<file path="config.mk">
export PLATFORM = sky130hd
export DESIGN_NAME = npu_reg_ctrl
export DESIGN_NICKNAME = d
export VERILOG_FILES = /design/src/rtl/npu_reg_ctrl.sv
export SDC_FILE = /design/constraint.sdc
export NUM_CORES = 1
export LEC_CHECK = 0
export ABC_AREA = 1
export ABC_CLOCK_PERIOD_IN_PS = 3100
export BUFFER_PORTS_ARGS = -buffer_cell sky130_fd_sc_hd__buf_4
export CELL_PAD_IN_SITES_DETAIL_PLACEMENT = 1
export CELL_PAD_IN_SITES_GLOBAL_PLACEMENT = 2
export CORE_ASPECT_RATIO = 0.9
export CORE_UTILIZATION = 33
export DETAILED_ROUTE_END_ITERATION = 7
export MAX_ROUTING_LAYER = met4
export PLACE_DENSITY_LB_ADDON = 0.05
export SLEW_MARGIN = 20
export SYNTH_ARGS = -nofsm -noshare
export SYNTH_HDL_FRONTEND = slang
export SYNTH_SLANG_ARGS = --single-unit
</file>
<file path="constraint.sdc">
create_clock -name clk -period 3.1 [get_ports clk]
set_input_delay 0.93 -clock clk [delete_from_list [all_inputs] [get_ports clk]]
set_output_delay 0.93 -clock clk [all_outputs]
set_load 0.02 [all_outputs]
</file>
<file path="src/rtl/npu_reg_ctrl.sv">
// npu_reg_ctrl: APB register front-end for the NPU control unit (control pulses, config, status, irq, perf counters)
module npu_reg_ctrl #(
    parameter int MATRIX_SIZE = 8,
    parameter int ADDR_W      = 8
) (
    input  logic              clk,
    input  logic              rst_n,
    input  logic              psel,
    input  logic              penable,
    input  logic              pwrite,
    input  logic [ADDR_W-1:0] paddr,
    input  logic [31:0]       pwdata,
    output logic [31:0]       prdata,
    output logic              pready,
    output logic              pslverr,
    output logic              start,
    output logic              soft_reset,
    output logic [1:0]        activation_type,
    output logic [7:0]        matrix_size,
    input  logic              busy,
    input  logic              done,
    input  logic              error,
    input  logic [2:0]        current_state,
    output logic              irq
);
    logic [2:0]  sel;
    logic        mapped, ro, bad, setup, wr, wr_ctrl, soft_wr, st_req, st_issue, ovr, err_rise;
    logic        busy_q, err_q, done_seen;
    logic [2:0]  cs_q, int_en, int_stat, w1c;
    logic [31:0] cyc_cnt, rd;
    logic [15:0] run_cnt;
    logic        unused;
    assign unused   = ^{pwdata[31:10], paddr[1:0]};
    assign sel      = paddr[4:2];
    assign mapped   = ~|paddr[ADDR_W-1:5] && sel != 3'd7;
    assign ro       = sel == 3'd2 || sel == 3'd5 || sel == 3'd6;
    assign bad      = !mapped || (pwrite && ro);
    assign setup    = psel && !penable;
    assign wr       = psel && penable && pwrite && !bad;
    assign wr_ctrl  = wr && sel == 3'd0;
    assign soft_wr  = wr_ctrl && pwdata[1];
    assign st_req   = wr_ctrl && pwdata[0] && !pwdata[1];
    assign st_issue = st_req && !busy;
    assign ovr      = st_req && busy;
    assign err_rise = error && !err_q;
    assign w1c      = (wr && sel == 3'd4) ? pwdata[2:0] : 3'b0;
    // Read mux for the addressed register; errors and CTRL read as zero
    always_comb begin
        rd = bad              ? 32'h0 :
             sel == 3'd1      ? {22'h0, activation_type, matrix_size} :
             sel == 3'd2      ? {25'h0, cs_q, 1'b0, err_q, done_seen, busy_q} :
             sel == 3'd3      ? {29'h0, int_en} :
             sel == 3'd4      ? {29'h0, int_stat} :
             sel == 3'd5      ? cyc_cnt :
             sel == 3'd6      ? {16'h0, run_cnt} : 32'h0;
    end
    // APB response, control pulses, config, status capture, interrupts and counters
    always_ff @(posedge clk) begin
        if (!rst_n) begin
            prdata          <= 32'h0;
            pready          <= 1'b0;
            pslverr         <= 1'b0;
            start           <= 1'b0;
            soft_reset      <= 1'b0;
            activation_type <= 2'd0;
            matrix_size     <= 8'(MATRIX_SIZE);
            irq             <= 1'b0;
            busy_q          <= 1'b0;
            err_q           <= 1'b0;
            cs_q            <= 3'd0;
            done_seen       <= 1'b0;
            int_en          <= 3'd0;
            int_stat        <= 3'd0;
            cyc_cnt         <= 32'h0;
            run_cnt         <= 16'h0;
        end else begin
            if (setup) prdata <= rd;
            pready     <= setup;
            pslverr    <= setup && bad;
            start      <= st_issue;
            soft_reset <= soft_wr;
            if (wr && sel == 3'd1) {activation_type, matrix_size} <= pwdata[9:0];
            if (wr && sel == 3'd3) int_en <= pwdata[2:0];
            busy_q    <= busy;
            err_q     <= error;
            cs_q      <= current_state;
            done_seen <= soft_wr ? 1'b0 : done ? 1'b1 : st_issue ? 1'b0 : done_seen;
            int_stat  <= soft_wr ? 3'd0 : (int_stat & ~w1c) | {ovr, err_rise, done};
            irq       <= soft_wr ? 1'b0 : |(int_stat & int_en);
            cyc_cnt   <= (soft_wr || st_issue) ? 32'h0 : (busy && cyc_cnt != '1) ? cyc_cnt + 32'd1 : cyc_cnt;
            run_cnt   <= (done && run_cnt != '1) ? run_cnt + 16'd1 : run_cnt;
        end
    end
endmodule

</file>
; ---- After elaboration in Yosys (flattened, before gate mapping)
; Cells that the tools add are included.
[totals]
ff_bits = 107
out_inout_bits = 47
latch_bits = 0
in_bits = 51
n_memories = 0
mem_bits_ro = 0
mem_bits_rw = 0
elab_cells = 78
[classes]
shift = 0
mux = 10
addsub = 2
n_mul = 0
bitwise = 5
eq_ne = 9
div = 0
n_reduce_logical = 36
order_cmp = 0
[ops]
columns = op, count
row1 = $mux 32, 6
row2 = $add 32x1->32 const B, 1
row3 = $ne 32x32->1 const B, 1
row4 = $logic_and 1x1->1, 19
row5 = $add 16x1->16 const B, 1
row6 = $mux 16, 1
row7 = $ne 16x16->1 const B, 1
row8 = $eq 3x3->1 const B, 3
row9 = $logic_not 1->1, 7
row10 = $and 3x3->3, 2
row11 = $eq 3x2->1 const B, 2
row12 = $reduce_or 3->1, 2
row13 = $logic_or 1x1->1, 4
row14 = $reduce_or 2->1, 2
row15 = $eq 3x1->1 const B, 1
row16 = $logic_not 3->1, 1
row17 = $mux 3, 1
row18 = $ne 3x3->1 const B, 1
row19 = $not 3->3, 1
row20 = $or 3x3->3, 1
row21 = $mux 1, 2
row22 = $reduce_bool 2->1, 1
row23 = $not 1->1, 1

; ---- Logic depth before layout (Yosys ltp)
[depth]
depth_word = 13
mapped_depth = 13
mapped_depth_nobuf = 12

; ---- Worst setup path after synthesis
; Ideal clock, no wire load.
[synth_timing]
path_kind = input port to flip-flop
startpoint = in paddr[4]
endpoint = reg cyc_cnt[30]
arrival_time_ps = 1929
t_required_ps = 2987
slack_ps = 1058
path_buffers = 2
cell_stages = 10
cell_sequence = buf_6 > inv_2 > nor2_2 > nor2_4 > nand4_1 > nor2_1 > nor2_4 > nand2_4 > buf_6 > nor2_1
[synth_via]
elab_chain_cells = 13
word_cells_on_any_way = 20
[synth_lines]
columns = item, line_no
row1 = "start, declared", 11  ; input logic [ADDR_W-1:0] paddr,
row2 = $eq 3x2->1 or $eq 3x3->1 (tied branches), 36  ; assign ro = sel == 3'd2 || sel == 3'd5 || sel == 3'd6;
row3 = $logic_or 1x1->1 (2 in a row), 36
row4 = $logic_and 1x1->1, 37  ; assign bad = !mapped || (pwrite && ro);
row5 = $logic_or 1x1->1, 37
row6 = $logic_not 1->1, 39  ; assign wr = psel && penable && pwrite && !bad;
row7 = $logic_and 1x1->1, 39
row8 = $logic_and 1x1->1 *, 40  ; assign wr_ctrl = wr && sel == 3'd0;
row9 = $logic_and 1x1->1 (2 in a row), 42  ; assign st_req = wr_ctrl && pwdata[0] && !pwdata[1];
row10 = $logic_and 1x1->1, 43  ; assign st_issue = st_req && !busy;
row11 = $logic_or 1x1->1 *, 90  ; cyc_cnt <= (soft_wr || st_issue) ? 32'h0 : (busy && cyc_cnt != '1) ? cyc_cnt + 32'd1 : cyc_cnt;
row12 = $reduce_or 2->1 (no line) *, -
row13 = "end signal, assigned", 90
row14 = "end, declared", 30  ; logic [31:0] cyc_cnt, rd;
; Every way passes the cells marked *; elsewhere a longest branch is shown, timed or not.
; A chain may end at the register's enable or synchronous reset.

; ---- Worst setup path after layout
[layout_timing]
startpoint = reg cyc_cnt[0]
endpoint = reg cyc_cnt[11]
[layout_via]
elab_chain_cells = 2
word_cells_on_any_way = 3
[layout_lines]
columns = item
row1 = branches (longest 2 deep; another with $add 32x1->32)
; Several ways; the timed one is not identified.

==> reports/summary.txt <==
nature of the critical path endpoint -> flop
drt initial violations -> 209
Hold WS -> 467.8 ps
Syn Nets -> 949
DR vias/cell -> 4.845
Antenna Cells -> 0
first-pass GRT wire length -> 31900 um
Setup CP Type -> flop to flop
synth top area cells -> dfxtp_1 36%, nand2_1 18%, nor2_1 7.7%
clock slew at reported path FFs -> 80 ps
vias in the first global route -> 5890
sequential share of the synthesized area -> 0.3608
Detailed Routing Iterations Pass 1 -> 4
Ys Warns -> 0
LEAKAGE -> 2.701 nW
via count -> 5828
chip height -> 129.2 um
endpoints failing setup -> 0
initial core utilization -> 0.3371
Crit path arrival time -> 2580 ps
CTS buffer count -> 9
Post-synth EDFFs -> 0
top-area cell type share of the netlist area -> 0.3608
Slew headroom -> 0.5807
row cnt -> 46
measured slew at the worst slew-check pin -> 629.0 ps
#FFs+latches synth -> 107
aggregate global-route resource usage -> 0.2348
routability cong. -> 0.8268
largest net degree at the start of global routing -> 51
final WL -> 19970 um
synthesis-to-layout area growth -> 16.78%
clk_lat worst skew -> 370 ps
Mapped Cells -> 896
Hold Crit Class -> flop to flop
RSZ-0062 raised after global routing -> no
most used cell, CP -> nand2_4
fin crit period -> 2338 ps
final instance area -> 6933 um2
commonest non-fill, non-tap cells in the layout -> 284 x nand2_1, 121 x nor2_1, 107 x dfxtp_1
crit path max fanout -> 23
# fillers -> 2349
Setup TNS -> 0 ps
Buffers on Ports -> 73
Worst path max stage delay -> 420 ps
Unique masters post-synth -> 39
final hold vios -> 0
ys async rst share -> 0
Data required, critical path -> 3340 ps
GRT overflow -> 0
H-tree levels -> 3
Synth Flop Type -> dfxtp_1
Worst IR Drop VDD -> 0.0002347 V
Fmax achieved -> 427.7 MHz
cell chain of the critical path -> ha_1 > inv_1 > nor2_4 > nand2_4 > nor2_4 > nand2_4 > nand2_4 > inv_4 > nand2_1 > nand2_1 > inv_1 > nor2_1
cts hold-fix bufs -> 0
Post-Syn Area -> 5937 um2
Tcrit/Tclk final -> 0.7543
num ports -> 98
post-CTS sizing -> 0
CTS root buf -> clkbuf_16
CTS Buffer Depth -> 2
Startpoint Class -> flop
Horiz. Die Dim -> 143.4 um
Sink Count -> 107
commonest non-fill, non-tap cell in the layout -> nand2_1
DIE AREA -> 18530 um2
HPWL after DPL -> 15380 um
post-synth top area cell -> dfxtp_1
max-cap violation count -> 0
post-CTS setup buffer count -> 0
layout cells sized above 1 -> 0.1848
CTS tree -> yes
fin. max-slew vios -> 0
DR WL/cell -> 16.60 um
crit path max-delay cell type -> dfxtp_1
Clock Skews -> 7.144 ps
Syn Area/Cell -> 6.626 um2
initial antenna violation count -> 0
Power Dens Cells -> 404.2 nW/um2
post-route ant nets -> 0
core area -> 17610 um2
cell area after placement -> 6629 um2
Remaining DRCs -> 0
status -> completed
Nets -> 1011
-- critical path: cells and delay by family (launching register included) --
kind | cells | cell delay (ps)
AND/OR/NAND/NOR | 8 | 1130
flip-flops | 1 | 420
buffers and inverters | 3 | 380
adder cells (fa/ha/maj) | 1 | 270
-- synth_stat cells (all sizes together) (3+ instances only) --
master	number
nand2	306
nor2	146
dfxtp	107
inv	95
a21oi	75
nand3	47
o21ai	29
xor2	16
buf	15
clkbuf	14
nand4	13
nor3	11
o22ai	4
clkinv	3
o2111ai	3
-- worst paths after layout --
kind	from	to	slack [ps]	cells past startpoint
max reg2reg	cyc_cnt[0]$_SDFFE_PP0P_	cyc_cnt[11]$_SDFFE_PP0P_	760	12
max	cyc_cnt[0]$_SDFFE_PP0P_	cyc_cnt[11]$_SDFFE_PP0P_	760	12
min reg2reg	prdata[2]$_SDFFE_PN0P_	prdata[2]$_SDFFE_PN0P_	470	2
min	prdata[2]$_SDFFE_PN0P_	prdata[2]$_SDFFE_PN0P_	470	2
-- flip-flops by register name, indices dropped and copies added, names as in the netlist --
register / flops
matrix_size: 8
busy_q: 1
run_cnt: 16
cyc_cnt: 32
pready: 1
activation_type: 2
soft_reset: 1
prdata: 32
int_en: 3
pslverr: 1
err_q: 1
start: 1
done_seen: 1
cs_q: 3
irq: 1
int_stat: 3
-- metrics by stage --
| step | util | instances | power (mW) | setup slack (ps) |
|---|---|---|---|---|
| after floorplan | - | 896 | 1.545 | 1058 |
| after global placement | 0.3764 | 1187 | 1.608 | 594.3 |
| after detailed placement | 0.3764 | 1187 | 1.614 | 534.1 |
| after CTS | 0.3936 | 1203 | 2.851 | 706.7 |
| after global routing | 0.3936 | 1203 | 2.912 | 541.1 |
| final | 0.3936 | 1203 | 2.802 | 761.7 |
-- cells by family (layout without fill, tap and decap cells) --
logic type                 count (synthesis)  in the layout  synth area share
and+or+nand+nor                          524            524            0.3899
buffers and inverters                    127            194           0.09842
AOI/OAI and AO/OA                        118            118            0.1201
DFF                                      107            107            0.3608
xor gates and xnor gates                  18             18           0.02655
adders and majority gates                  2              2          0.004214
-- layer usage --
layer / share of wire / wire [um] / global-route usage
met4: 0.011 / 229 / 0.05882
met3: 0.037 / 746 / 0.03141
met2: 0.45 / 8899 / 0.3638
met1: 0.51 / 10090 / 0.3213
met5: 0 / 0 / -
-- area by class of cell --
type | count | area, um2 | share of cell area
timing repair buffer | 80 | 600.6 | 0.08663
multi-input combinational | 662 | 3211 | 0.4631
sequential | 107 | 2142 | 0.3090
tap | 240 | 300.3 | 0.04331
clock inverter | 6 | 75.07 | 0.01083
clock buffer | 10 | 229.0 | 0.03303
inverter | 98 | 375.4 | 0.05414
-- power breakdown --
group          internal (mW)  switching, mW
clock network          0.639          0.585
registers               1.39         0.0106
logic                 0.0532          0.129
Note: power is estimated with default switching activity, not from simulation.
